==> config.mk <==
export PLATFORM = sky130hd
export DESIGN_NAME = twofish_block_loader_flat
export DESIGN_NICKNAME = d
export VERILOG_FILES = /design/src/rtl/twofish_block_loader_pkg.sv /design/src/rtl/twofish_block_loader_if.sv /design/src/rtl/twofish_word_assembler.sv /design/src/rtl/twofish_block_loader.sv /design/src/flat_wrapper.sv
export SDC_FILE = /design/constraint.sdc
export NUM_CORES = 1
export LEC_CHECK = 0
export ABC_AREA = 1
export CORE_AREA = 2 2 218 220
export CTS_CLUSTER_SIZE = 10
export DETAILED_ROUTE_END_ITERATION = 16
export DIE_AREA = 0 0 220 222
export HOLD_SLACK_MARGIN = 0.12
export PLACE_DENSITY = 0.65
export SLEW_MARGIN = 5
export SYNTH_ARGS = -nofsm -noshare
export SYNTH_HDL_FRONTEND = slang
export SYNTH_HIERARCHICAL = 1
export SYNTH_SLANG_ARGS = --single-unit
==> constraint.sdc <==
create_clock -name clk -period 4.68 [get_ports clk]
set_clock_uncertainty 0.2 [all_clocks]
set_input_delay 0.936 -clock clk [delete_from_list [all_inputs] [get_ports clk]]
set_output_delay 0.936 -clock clk [all_outputs]
set_load 0.01 [all_outputs]
==> src/rtl/twofish_block_loader_pkg.sv <==
// Shared widths, loader state encoding and word-slicing helper for the
// Twofish block loader.
package twofish_pkg;

  localparam int WORD_W          = 32;
  localparam int BLOCK_W         = 128;
  localparam int WORDS_PER_BLOCK = 4;

  typedef enum logic [1:0] {
    LOAD   = 2'd0,
    SETTLE = 2'd1,
    HOLD   = 2'd2
  } loader_state_t;

  // Word idx of a group lands at bits [32*(3-idx) +: 32] once the group is complete.
  function automatic logic [WORD_W-1:0] block_word(input logic [BLOCK_W-1:0] blk,
                                                   input logic [1:0]         idx);
    block_word = blk[WORD_W*(WORDS_PER_BLOCK-1-int'(idx)) +: WORD_W];
  endfunction

endpackage

==> src/rtl/twofish_block_loader_if.sv <==
// Stream and core-operand bundle between the loader and its neighbours.
// slave = loader side, master = source/sink/core side.
interface twofish_block_loader_if;
  import twofish_pkg::*;

  logic               in_valid;
  logic               in_ready;
  logic [WORD_W-1:0]  in_data;
  logic               in_key;
  logic [BLOCK_W-1:0] core_plain;
  logic [BLOCK_W-1:0] core_key;
  logic [BLOCK_W-1:0] core_cipher;
  logic               out_valid;
  logic               out_ready;
  logic [BLOCK_W-1:0] out_data;
  logic               err_drop;

  modport master (
    output in_valid, in_data, in_key, out_ready, core_cipher,
    input  in_ready, core_plain, core_key, out_valid, out_data, err_drop
  );

  modport slave (
    input  in_valid, in_data, in_key, out_ready, core_cipher,
    output in_ready, core_plain, core_key, out_valid, out_data, err_drop
  );

endinterface

==> src/rtl/twofish_word_assembler.sv <==
// 4x32 shift register with word count and full flag; first word ends up in
// the top slice. Clear together with shift restarts the group at count 1.
module twofish_word_assembler
  import twofish_pkg::*;
(
  input  logic               clk,
  input  logic               rst,
  input  logic               i_clr,
  input  logic               i_shift,
  input  logic [WORD_W-1:0]  i_word,
  output logic [BLOCK_W-1:0] o_data,
  output logic [1:0]         o_cnt,
  output logic               o_full
);

  logic [BLOCK_W-1:0] r_data;
  logic [1:0]         r_cnt;
  logic               r_full;

  always_ff @(posedge clk or posedge rst) begin
    if (rst) begin
      r_data <= '0;
      r_cnt  <= 2'd0;
      r_full <= 1'b0;
    end else begin
      if (i_shift) begin
        r_data <= {r_data[BLOCK_W-WORD_W-1:0], i_word};
      end
      if (i_clr) begin
        r_cnt  <= i_shift ? 2'd1 : 2'd0;
        r_full <= 1'b0;
      end else if (i_shift) begin
        r_cnt <= r_cnt + 2'd1;
        if (r_cnt == 2'd3) begin
          r_full <= 1'b1;
        end
      end
    end
  end

  assign o_data = r_data;
  assign o_cnt  = r_cnt;
  assign o_full = r_full;

endmodule

==> src/rtl/twofish_block_loader.sv <==
// Assembles key/plaintext words for the combinational Twofish core, waits a
// fixed settle window, then registers the ciphertext. `TWOFISH_CBC_EN selects CBC.
module twofish_block_loader
  import twofish_pkg::*;
#(
  parameter int SETTLE_CYCLES = 4
) (
  input logic                    clk,
  input logic                    rst,
  twofish_block_loader_if.slave  bus
);

  localparam int CNT_W = (SETTLE_CYCLES > 2) ? $clog2(SETTLE_CYCLES) : 1;

  loader_state_t      r_state;
  loader_state_t      w_state_nxt;
  logic [CNT_W-1:0]   r_settle_cnt;
  logic               r_in_ready;
  logic               r_out_valid;
  logic [BLOCK_W-1:0] r_out_data;
  logic               r_err_drop;

  logic [BLOCK_W-1:0] w_key_data;
  logic [BLOCK_W-1:0] w_txt_data;
  logic [1:0]         w_key_cnt;
  logic [1:0]         w_txt_cnt;
  logic               w_key_full;
  logic               w_txt_full;
  logic [WORD_W-1:0]  w_txt_word_in;

  logic w_accept, w_key_word, w_txt_word, w_drop, w_new_key;
  logic w_txt_last, w_capture, w_release;

  assign w_accept   = bus.in_valid & r_in_ready;
  assign w_key_word = w_accept & bus.in_key;
  assign w_txt_word = w_accept & ~bus.in_key & w_key_full & ~w_txt_full;
  assign w_drop     = w_accept & ~bus.in_key & ~w_key_full;
  // A full key always has its count wrapped back to zero.
  assign w_new_key  = w_key_word & w_key_full & (w_key_cnt == 2'd0);
  assign w_txt_last = w_txt_word & (w_txt_cnt == 2'd3);
  assign w_capture  = (r_state == SETTLE) & (r_settle_cnt == '0);
  assign w_release  = (r_state == HOLD) & r_out_valid & bus.out_ready;

`ifdef TWOFISH_CBC_EN
  logic [BLOCK_W-1:0] r_chain;

  // Chain register: zero IV on reset or new key, previous ciphertext otherwise.
  always_ff @(posedge clk or posedge rst) begin
    if (rst) begin
      r_chain <= '0;
    end else if (w_new_key) begin
      r_chain <= '0;
    end else if (w_capture) begin
      r_chain <= bus.core_cipher;
    end
  end

  // Pre-XOR each word with its chain slice so the text register is the core operand.
  assign w_txt_word_in = bus.in_data ^ block_word(r_chain, w_txt_cnt);
`else
  assign w_txt_word_in = bus.in_data;
`endif

  twofish_word_assembler u_key (
    .clk     (clk),
    .rst     (rst),
    .i_clr   (w_new_key),
    .i_shift (w_key_word),
    .i_word  (bus.in_data),
    .o_data  (w_key_data),
    .o_cnt   (w_key_cnt),
    .o_full  (w_key_full)
  );

  twofish_word_assembler u_txt (
    .clk     (clk),
    .rst     (rst),
    .i_clr   (w_new_key | w_release),
    .i_shift (w_txt_word),
    .i_word  (w_txt_word_in),
    .o_data  (w_txt_data),
    .o_cnt   (w_txt_cnt),
    .o_full  (w_txt_full)
  );

  // Next-state logic for the LOAD/SETTLE/HOLD sequence.
  always_comb begin
    w_state_nxt = r_state;
    case (r_state)
      LOAD:    if (w_txt_last) w_state_nxt = SETTLE; else w_state_nxt = LOAD;
      SETTLE:  if (w_capture)  w_state_nxt = HOLD;   else w_state_nxt = SETTLE;
      HOLD:    if (w_release)  w_state_nxt = LOAD;   else w_state_nxt = HOLD;
      default: w_state_nxt = LOAD;
    endcase
  end

  // State, settle countdown, handshake flags and ciphertext capture.
  always_ff @(posedge clk or posedge rst) begin
    if (rst) begin
      r_state      <= LOAD;
      r_settle_cnt <= '0;
      r_in_ready   <= 1'b0;
      r_out_valid  <= 1'b0;
      r_out_data   <= '0;
      r_err_drop   <= 1'b0;
    end else begin
      r_state    <= w_state_nxt;
      r_in_ready <= (w_state_nxt == LOAD);
      r_err_drop <= w_drop;
      if (w_txt_last) begin
        r_settle_cnt <= CNT_W'(SETTLE_CYCLES - 1);
      end else if ((r_state == SETTLE) && (r_settle_cnt != '0)) begin
        r_settle_cnt <= r_settle_cnt - CNT_W'(1);
      end
      if (w_capture) begin
        r_out_data  <= bus.core_cipher;
        r_out_valid <= 1'b1;
      end else if (w_release) begin
        r_out_valid <= 1'b0;
      end
    end
  end

  assign bus.in_ready   = r_in_ready;
  assign bus.core_plain = w_txt_data;
  assign bus.core_key   = w_key_data;
  assign bus.out_valid  = r_out_valid;
  assign bus.out_data   = r_out_data;
  assign bus.err_drop   = r_err_drop;

endmodule

==> src/flat_wrapper.sv <==
// flat-port wrapper written by rule: the top's interface ports become plain ports
module twofish_block_loader_flat import twofish_pkg::*;
#(
  parameter int SETTLE_CYCLES = 4
)
  (clk, rst, bus_in_valid, bus_in_data, bus_in_key, bus_out_ready, bus_core_cipher, bus_in_ready, bus_core_plain, bus_core_key, bus_out_valid, bus_out_data, bus_err_drop);
  twofish_block_loader_if bus_i ();
  input logic clk;
  input logic rst;
  input wire logic [$bits(bus_i.in_valid)-1:0] bus_in_valid;
  input wire logic [$bits(bus_i.in_data)-1:0] bus_in_data;
  input wire logic [$bits(bus_i.in_key)-1:0] bus_in_key;
  input wire logic [$bits(bus_i.out_ready)-1:0] bus_out_ready;
  input wire logic [$bits(bus_i.core_cipher)-1:0] bus_core_cipher;
  output wire logic [$bits(bus_i.in_ready)-1:0] bus_in_ready;
  output wire logic [$bits(bus_i.core_plain)-1:0] bus_core_plain;
  output wire logic [$bits(bus_i.core_key)-1:0] bus_core_key;
  output wire logic [$bits(bus_i.out_valid)-1:0] bus_out_valid;
  output wire logic [$bits(bus_i.out_data)-1:0] bus_out_data;
  output wire logic [$bits(bus_i.err_drop)-1:0] bus_err_drop;
  assign bus_i.in_valid = bus_in_valid;
  assign bus_i.in_data = bus_in_data;
  assign bus_i.in_key = bus_in_key;
  assign bus_i.out_ready = bus_out_ready;
  assign bus_i.core_cipher = bus_core_cipher;
  assign bus_in_ready = bus_i.in_ready;
  assign bus_core_plain = bus_i.core_plain;
  assign bus_core_key = bus_i.core_key;
  assign bus_out_valid = bus_i.out_valid;
  assign bus_out_data = bus_i.out_data;
  assign bus_err_drop = bus_i.err_drop;
  twofish_block_loader #(.SETTLE_CYCLES(SETTLE_CYCLES)) u_core (.clk(clk), .rst(rst), .bus(bus_i));
endmodule
## After elaboration in Yosys (flattened, before gate mapping)

Cells that the tools add are included.

- Register bits: 397
- Latch bits: 0
- Bits in writable memories: 0
- Bits in read-only memories: 0
- Output and inout port bits: 387
- Memories kept: 0

- $add $sub $neg: 3
- $mul: 0
- Divide/modulo/power cells: 0
- $lt $le $gt $ge: 0
- Equality and inequality tests: 4
- Shift operators: 0
- Mux-type cells: 20
- Bitwise operators: 16
- Reduce and logical (&&, ||, !) cells: 14

Operators by type and width:

| operator | number |
|---|---|
| 2-to-1 mux 2 bit | 8 |
| nonzero test 2 bit | 7 |
| AND 1 bit | 12 |
| 2-to-1 mux 1 bit | 11 |
| zero test 2 bit | 4 |
| == test 2 bit, second input constant | 3 |
| case mux 2 bit (3 select lines) | 1 |
| adder 2 x 1 -> 2 bit, second input constant | 2 |
| AND reduction 2 bit | 2 |
| NOT 1 bit | 3 |
| == test 2 x 1 -> 1 bit, second input constant | 1 |
| subtractor 2 x 1 -> 2 bit, second input constant | 1 |
| logical AND 1 bit | 1 |
| OR 1 bit | 1 |

## Longest topological paths before layout

- Depth in word-level cells: 8
- Depth in mapped cells: 9
- Gate-level depth less buffers: 7

## Hierarchy

The synthesis kept the hierarchy.

By module, submodules not included:

| module | instances | cells each | area an instance (um2) |
|---|---|---|---|
| twofish_word_assembler | 2 | 510 | 4963.5 |
| twofish_block_loader | 1 | 585 | 5829.3 |

## Worst setup path after synthesis

No wires, ideal clock.

- Path type: input -> register
- Start: in bus_in_valid
- End: reg u_core.u_txt.r_data[100] (netlist: u_core/u_txt/o_data[100])
- Setup time: 0.123 ns
- Arrival: 1.873 ns
- Data required time: 4.357 ns
- Slack: 2.484 ns
- Stages on the path: 8
- Cells stage by stage: nand2_1 nor2_1 inv_1 nor3_1 buf_6 buf_6 buf_2 o21ai_1

- Longest elaborated chain between the ends: 4

Ends and longest elaborated chain:

| what | line | RTL |
|---|---|---|
| start, declared | flat_wrapper.sv:10 | `input wire logic [$bits(bus_i.in_valid)-1:0] bus_in_valid;` |
| AND 1 bit | twofish_block_loader.sv:34 | `assign w_accept = bus.in_valid & r_in_ready;` |
| AND 1 bit (3 in series) | twofish_block_loader.sv:36 | `assign w_txt_word = w_accept & ~bus.in_key & w_key_full & ~w_txt_full;` |
| named net u_core.w_txt_word | twofish_block_loader.sv:31 | `logic w_accept, w_key_word, w_txt_word, w_drop, w_new_key;` |
| end signal, assigned | twofish_word_assembler.sv:27 | `r_data <= {r_data[BLOCK_W-WORD_W-1:0], i_word};` |
| end, declared | twofish_word_assembler.sv:16 | `logic [BLOCK_W-1:0] r_data;` |

The timed path passes the listed nets, and every way through them passes these cells.
A chain may end at the register's enable or synchronous reset.

## Final worst setup path

- Start: in bus_in_valid
- End: reg u_core.u_txt.r_data[47] (netlist: u_core/u_txt/o_data[47])

The elaborated chain is that of the path after synthesis.

==> flow_summary.ini <==
[global_routing]
grt_pass1_vias = 12447
grt_max_degree = 261
grt_usage = 0.207
antenna_found_initial = 1
overflow = 0
grt_pass1_wl_um = 75800

[yosys]
synth_area_per_cell_um2 = 9.82
synth_area_leader_cell = dfrtp_1
synth_cell_types = 21
syn_nets = 1773
yosysTopAreaCellShare = 0.631
synth_xor_area_frac = 0.000556
synthMuxAreaShare = 0
ys_top_cells_by_area = dfrtp_1 63%, nand2_1 7.4%, inv_1 7.2%
synth-simple-area-share = 0.103
synth_area_mm2 = 0.0158
synthAdderAreaFrac = 0.00238
synth-compound-area-share = 0.148
synthCells = 1605
yosysSeqAreaShare = 0.631
ys.warnings.count = 6
ys_seq_elements = 397
synth_top_family_by_area = compound AO/OA/AOI/OAI gates

[critical_path]
regToRegSetupSlack_ns = 2.07
cp.arrival_ns = 3.17
setup.worst_path.end_class = register
start_kind = input port
reg2reg_depth = 6
worstPathRequired_ns = 4.87
reg2reg_to = u_core/bus.out_data[23]
path_max_fanout = 260
reg2reg_from = u_core/r_settle_cnt[0]
critPathKind = in -> reg

[cells_and_area]
register_area_mm2 = 0.00993
nets = 2302
fillers = 4303
syn_to_final_growth_pct = 45.4
drive_gt1_frac = 0.0821
final_cell_area_mm2 = 0.0229
multi_input_area_mm2 = 0.00400
n_antenna_cell = 0

[floorplan]
io_pins = 552
core_mm2 = 0.0463
fp.dieW_um = 220
std_cell_rows = 79
die_area_mm2 = 0.0488
die_h_um = 222
initial_core_util = 0.341

[drt]
ant_nets = 0
met3_length_um = 6080
top_layer_used = met4
vias = 12293
drt_iter0_markers = 668
drt-wirelength-per-cell_um = 18.7
routed_via_density = 4.47
drc = 0
wl_met1_um = 17500
wl_met2_um = 26000
routed_wl_um = 51300
drtPass1Iterations = 5

[job]
cap_violations = 0

[placement]
hpwl_um = 38500
io_buffer_count = 551
place_area_mm2 = 0.0216
routabilityCongestion = 0.908

[cts]
tritoncts.num_buffers = 47
hold_buffers = 0
cts_tree = done
cts_setup_buffers = 0
root_buffer = clkbuf_16
clock_sinks = 397
clk_pin_slew_ns = 0.06
clock_path_buffers = 3
ctsResizeCount = 0
insertion_delay_ns = 0.58
ctsHtreeMaxLevel = 2

[worst_hold_path]
min_from = u_core/bus.out_data[58]
whs_path_depth = 2
whs_endpoint = u_core/bus.out_data[58]
hold_path_class = reg -> reg

[timing]
setup_viol = 0
timing.final.crit_period_ns = 2.98
finalCritPeriodShare = 0.636
tns_ns = 0
worst_pin_slew_ns = 1.23
fmax_mhz = 336
slew-limit-headroom = 0.180
rsz0062_at_grt = no
hold_viol = 0
report.final.slew_viol_count = 0

[power]
power_density_mw_per_mm2 = 664
ir_worst_vdd_uv = 482
p_leak_nw = 10.7

[run_status]
status = finished clean
## critical path: stages
cell and delay, ns:
clkdlybuf4s50_1 0.48, nand2_1 0.06, nor2_1 0.24, inv_1 0.11
nor3_2 0.19, buf_12 0.49, o21ai_0 0.26
## cell families after synthesis
group / count (synthesis)
adders and majority gates: 3
xor gates and xnor gates: 1
and+or+nand+nor: 426
buffers and inverters: 389
DFF: 397
AOI/OAI and AO/OA: 389
## Yosys cell counts
library cell and n:
a21oi_1 98, buf_2 20, buf_4 16, buf_6 37, clkbuf_1 13, dfrtp_1 397
ha_1 3, inv_1 303, nand2_1 312, nand3_1 5, nand3_4 1, nand3b_1 1
nand4_1 1, nor2_1 105, nor3_1 1, o211ai_1 1, o21ai_0 129, o21ai_1 60
o21ai_2 100, o22ai_1 1, xor2_1 1
## final cells by class
class                   count  share of cell area
multi-input cells         819               0.175
repair buffers            566               0.250
flip-flops and latches    397               0.434
well taps                 607              0.0332
inverters                 303              0.0505
clock buffers              52              0.0530
clock inverters             6             0.00530
## report_power, final
group	internal [mW]	total (mW)	switching, mW
Clock	1.94	3.32	1.38
Combinational	3.08	5.99	2.91
Sequential	4.83	5.91	1.08
## registers in the layout, summed over array words and instances (netlist names), 2 cells and up
name	flops
u_core/bus.out_data	128
u_core/u_txt/o_data	128
u_core/r_settle_cnt	2
u_core/u_key/o_data	128
u_core/u_key/o_cnt	2
u_core/u_txt/o_cnt	2
u_core/r_state	2
## worst max path at each step
stage                                  from                 endpoint  slack [ns]  depth (start not counted)
finish                         bus_in_valid  u_core/u_txt/o_data[47]        1.70                          7
CTS                 u_core/u_txt/o_data[50]       bus_core_plain[50]        1.68                          1
global placement               bus_in_valid   u_core/u_txt/o_data[8]        1.28                          7
detailed placement             bus_in_valid   u_core/u_txt/o_data[9]        1.19                          7
floorplan                               rst    u_core/u_key/o_cnt[0]        0.05                          1
global route                   bus_in_valid  u_core/u_txt/o_data[54]        1.51                          8
## per-layer routing
| metal | track usage | vias up |
|---|---|---|
| met5 | 0 | - |
| met3 | 0.102 | 91 |
| met2 | 0.367 | 451 |
| met1 | 0.207 | 5771 |
| met4 | 0.0732 | 0 |
| li1 | - | 5980 |
## per-stage QoR
stage / util / setup slack [ns] / cells / total power [mW] / hold WS [ns]
floorplan: - / 0.0463 / 1605 / 8.15 / 0.243
global placement: 0.466 / 1.28 / 2692 / 11.9 / 0.262
detailed placement: 0.466 / 1.19 / 2692 / 12.0 / 0.267
CTS: 0.495 / 1.68 / 2750 / 15.5 / 0.280
global route: 0.495 / 1.51 / 2750 / 16.2 / 0.296
finish: 0.495 / 1.70 / 2750 / 15.2 / 0.276
## cells in the final DEF (no fill, tap or decap)
master,count
clkinvlp_4,1
a21oi_1,98
o211ai_1,1
ha_1,3
inv_6,4
nand2_1,312
inv_16,1
o21ai_1,60
o22ai_1,1
o21ai_0,129
xor2_1,1
buf_12,7
dfrtp_1,397
nand4_1,1
nor2_1,105
o21ai_2,100
clkdlybuf4s50_1,551
clkbuf_16,47
nand3b_1,1
clkbuf_1,3
nand3_1,5
nor3_2,1
bufinv_16,2
clkinv_8,2
nand3_4,1
buf_4,8
clkbuf_8,2
inv_1,299
(Power assumes the default switching activity.)
==> patch: new RTL, same flow settings <==
The package constant `WORD_W` goes from 32 to 24.
--- a/src/rtl/twofish_block_loader_pkg.sv
+++ b/src/rtl/twofish_block_loader_pkg.sv
@@ -2,7 +2,7 @@
 // Twofish block loader.
 package twofish_pkg;
 
-  localparam int WORD_W          = 32;
+  localparam int WORD_W          = 24;
   localparam int BLOCK_W         = 128;
   localparam int WORDS_PER_BLOCK = 4;
 
Ports: changed (resized bus_in_data); port bits go from 552 to 544. No check against the original RTL was run, so the function may have changed too.
==> patch against the original RTL <==
- synthesized area is 0.13% higher
- sequential cell count unchanged
- worst hold slack gained 0.0010 ns
- die area did not move
- via count shrank 1.2%
- critical path depth down 6
- design area fell by 0.40%
- global-route usage down 1.1 points
- count of clock-buffer cells in the layout up 6
- setup slack improved by 0.13 ns
- routed wire length is 5.2% lower
- power down 0.93%
- register-to-register slack got worse by 0.06 ns
- critical endpoint is now bus_core_plain[21]
- largest power group unchanged
- highest routed layer is now met5
==> patch: results (changes against the original RTL) <==
Status
  • Status: complete, no violations

Clocking
  • Longest Clk Path Bufs: 3 (unchanged)
  • Resize count post-CTS: 0 (unchanged)
  • Worst-skew pair later-pin latency: 0.57 ns
  • Reg clk slew, reported paths: 0.05 ns
  • TritonCTS Buffers: 47 (unchanged)
  • Postcts setup bufs: 0 (unchanged)
  • H-tree depth: 2 (unchanged)
  • Root Buffer: clkbuf_16

Synth
  • Synth cell types: 22 (+4.8%)
  • Yosys warning count: 6 (unchanged)
  • Largest cells by area after synthesis: dfrtp_1, nand2_1, inv_1
  • Register area share after synthesis: 0.630 (-0.000800)
  • Synth cell count leaders: dfrtp_1, nand2_1, inv_1
  • Syn avg cell area: 9.83 um^2 (+0.13%)
  • Net Count, Synth: 1,765 (-0.45%)
  • FFs w/ async S/R, synth: 1.00 (unchanged)

Worst setup path
  • Crit path max fanout: 3 (-99%)
  • Delay of the slowest critical-path stage: 0.70 ns (+0.21 ns)
  • Arr. time, crit path: 1.71 ns (-1.46 ns)
  • Critical-path cell with the highest stage delay: clkdlybuf4s50_1
  • CP top delay family: buffers and inverters

Power
  • Maximum vdd ir drop: 395 uV (-18%)
  • Int Pwr: 9.82 mW (-0.26%)
  • Leakage: 10.6 nW (-0.50%)

Placement
  • IO Port Bufs: 543 (-1.5%)
  • DP HPWL: 36,000 um (-6.4%)
  • Cell total after placement: 2,683 (-0.33%)
  • Routability congestion estimate: 0.828 (-8.9%)
  • Placed cell area: 21,500 um^2 (-0.38%)

GRT
  • Largest net degree at the start of global routing: 126 (-52%)
  • Tot GR Track Use: 0.196 (-0.0110)
  • First-pass GRT wire length: 72,700 um (-4.1%)
  • Initial antenna violation count: 1 (unchanged)

Detailed routing
  • Wirelength per Cell: 17.7 um (-5.1%)
  • 1st-pass router iterations: 5 (unchanged)
  • Vias per cell: 4.42 (-1.1%)
  • DR vias: 12,100 (-1.2%)
  • Initial DRC Count: 864 (+29%)

Min path
  • Hold WC Path Type: flop to flop

Finish
  • Fill cell total of the finished layout: 4,277 (-0.60%)
  • Final nets: 2,285 (-0.74%)
  • Share of cells above drive strength 1: 0.0837 (+0.00160)
  • Inserted Diodes: 0 (unchanged)

STA
  • Slew of the pin with the lowest slew margin: 1.10 ns (-0.130 ns)
==> patch: changes by cell type in the layout (fill, tap and decap cells not counted), sizes merged <==
cell / before / now
buf: 15 / 14
bufinv: 2 / 0
clkbuf: 52 / 58
clkdlybuf4s50: 551 / 543
clkinvlp: 1 / 2
inv: 304 / 303
==> patch: power groups by stage <==
stage / Combinational [mW] / Sequential (mW) / Clock (mW)
final: 5.93 / 5.87 / 3.27
after global routing: 6.46 / 6.07 / 3.53
after CTS: 6.01 / 5.92 / 3.40
after detailed placement: 5.98 / 5.94 / 0
after global placement: 5.91 / 5.90 / 0
after floorplan: 1.87 / 6.31 / 0
==> patch: metal layers <==
| metal | wire, um | GRT usage | vias up |
|---|---|---|---|
| met3 | 4630 | 0.0715 | 82 |
| met4 | 1740 | 0.0805 | 2 |
| li1 | - | - | 5960 |
| met5 | 13 | 0 | - |
| met2 | 24500 | 0.346 | 403 |
| met1 | 17800 | 0.209 | 5694 |
==> patch: cell type report <==
class / instances / area [um^2] / area share
clock buffers: 58 / 1290 / 0.0565
clock inverters: 4 / 37.5 / 0.00165
inverters: 303 / 1150 / 0.0506
multi-input cells: 819 / 4010 / 0.176
flip-flops and latches: 397 / 9930 / 0.435
well taps: 607 / 759 / 0.0333
repair buffers: 557 / 5630 / 0.247
==> patch: path summary, 6_finish.rpt <==
path                                          startpoint                  endpoint  slack [ns]  cells past startpoint
worst max register to register    u_core/r_settle_cnt[0]   u_core/bus.out_data[19]        2.01                      6
min in group asynchronous                            rst   u_core/bus.out_data[27]        0.80                      2
max in group asynchronous                            rst   u_core/u_txt/o_data[23]        2.50                      3
worst min-delay path            u_core/bus.out_data[117]  u_core/bus.out_data[117]        0.28                      2
worst min register to register  u_core/bus.out_data[117]  u_core/bus.out_data[117]        0.28                      2
worst max-delay path             u_core/u_txt/o_data[21]        bus_core_plain[21]        1.83                      1
==> patch: metrics by stage <==
stage / setup slack (ns) / utilization
finish: 1.83 / 0.493
CTS: 1.68 / 0.493
global placement: 1.56 / 0.464
global route: 1.70 / 0.493
floorplan: 0.0463 / -
detailed placement: 1.51 / 0.464
==> patch: cell families (layout without fill, tap and decap cells) <==
logic type | Yosys count | in the layout | share of synthesized area
AND/OR/NAND/NOR | 426 | 426 | 0.103
flip-flops | 397 | 397 | 0.630
adder cells (fa/ha/maj) | 3 | 3 | 0.00238
buffers and inverters | 389 | 922 | 0.116
XOR/XNOR | 1 | 1 | 0.000555
AO/OA/AOI/OAI | 389 | 389 | 0.148
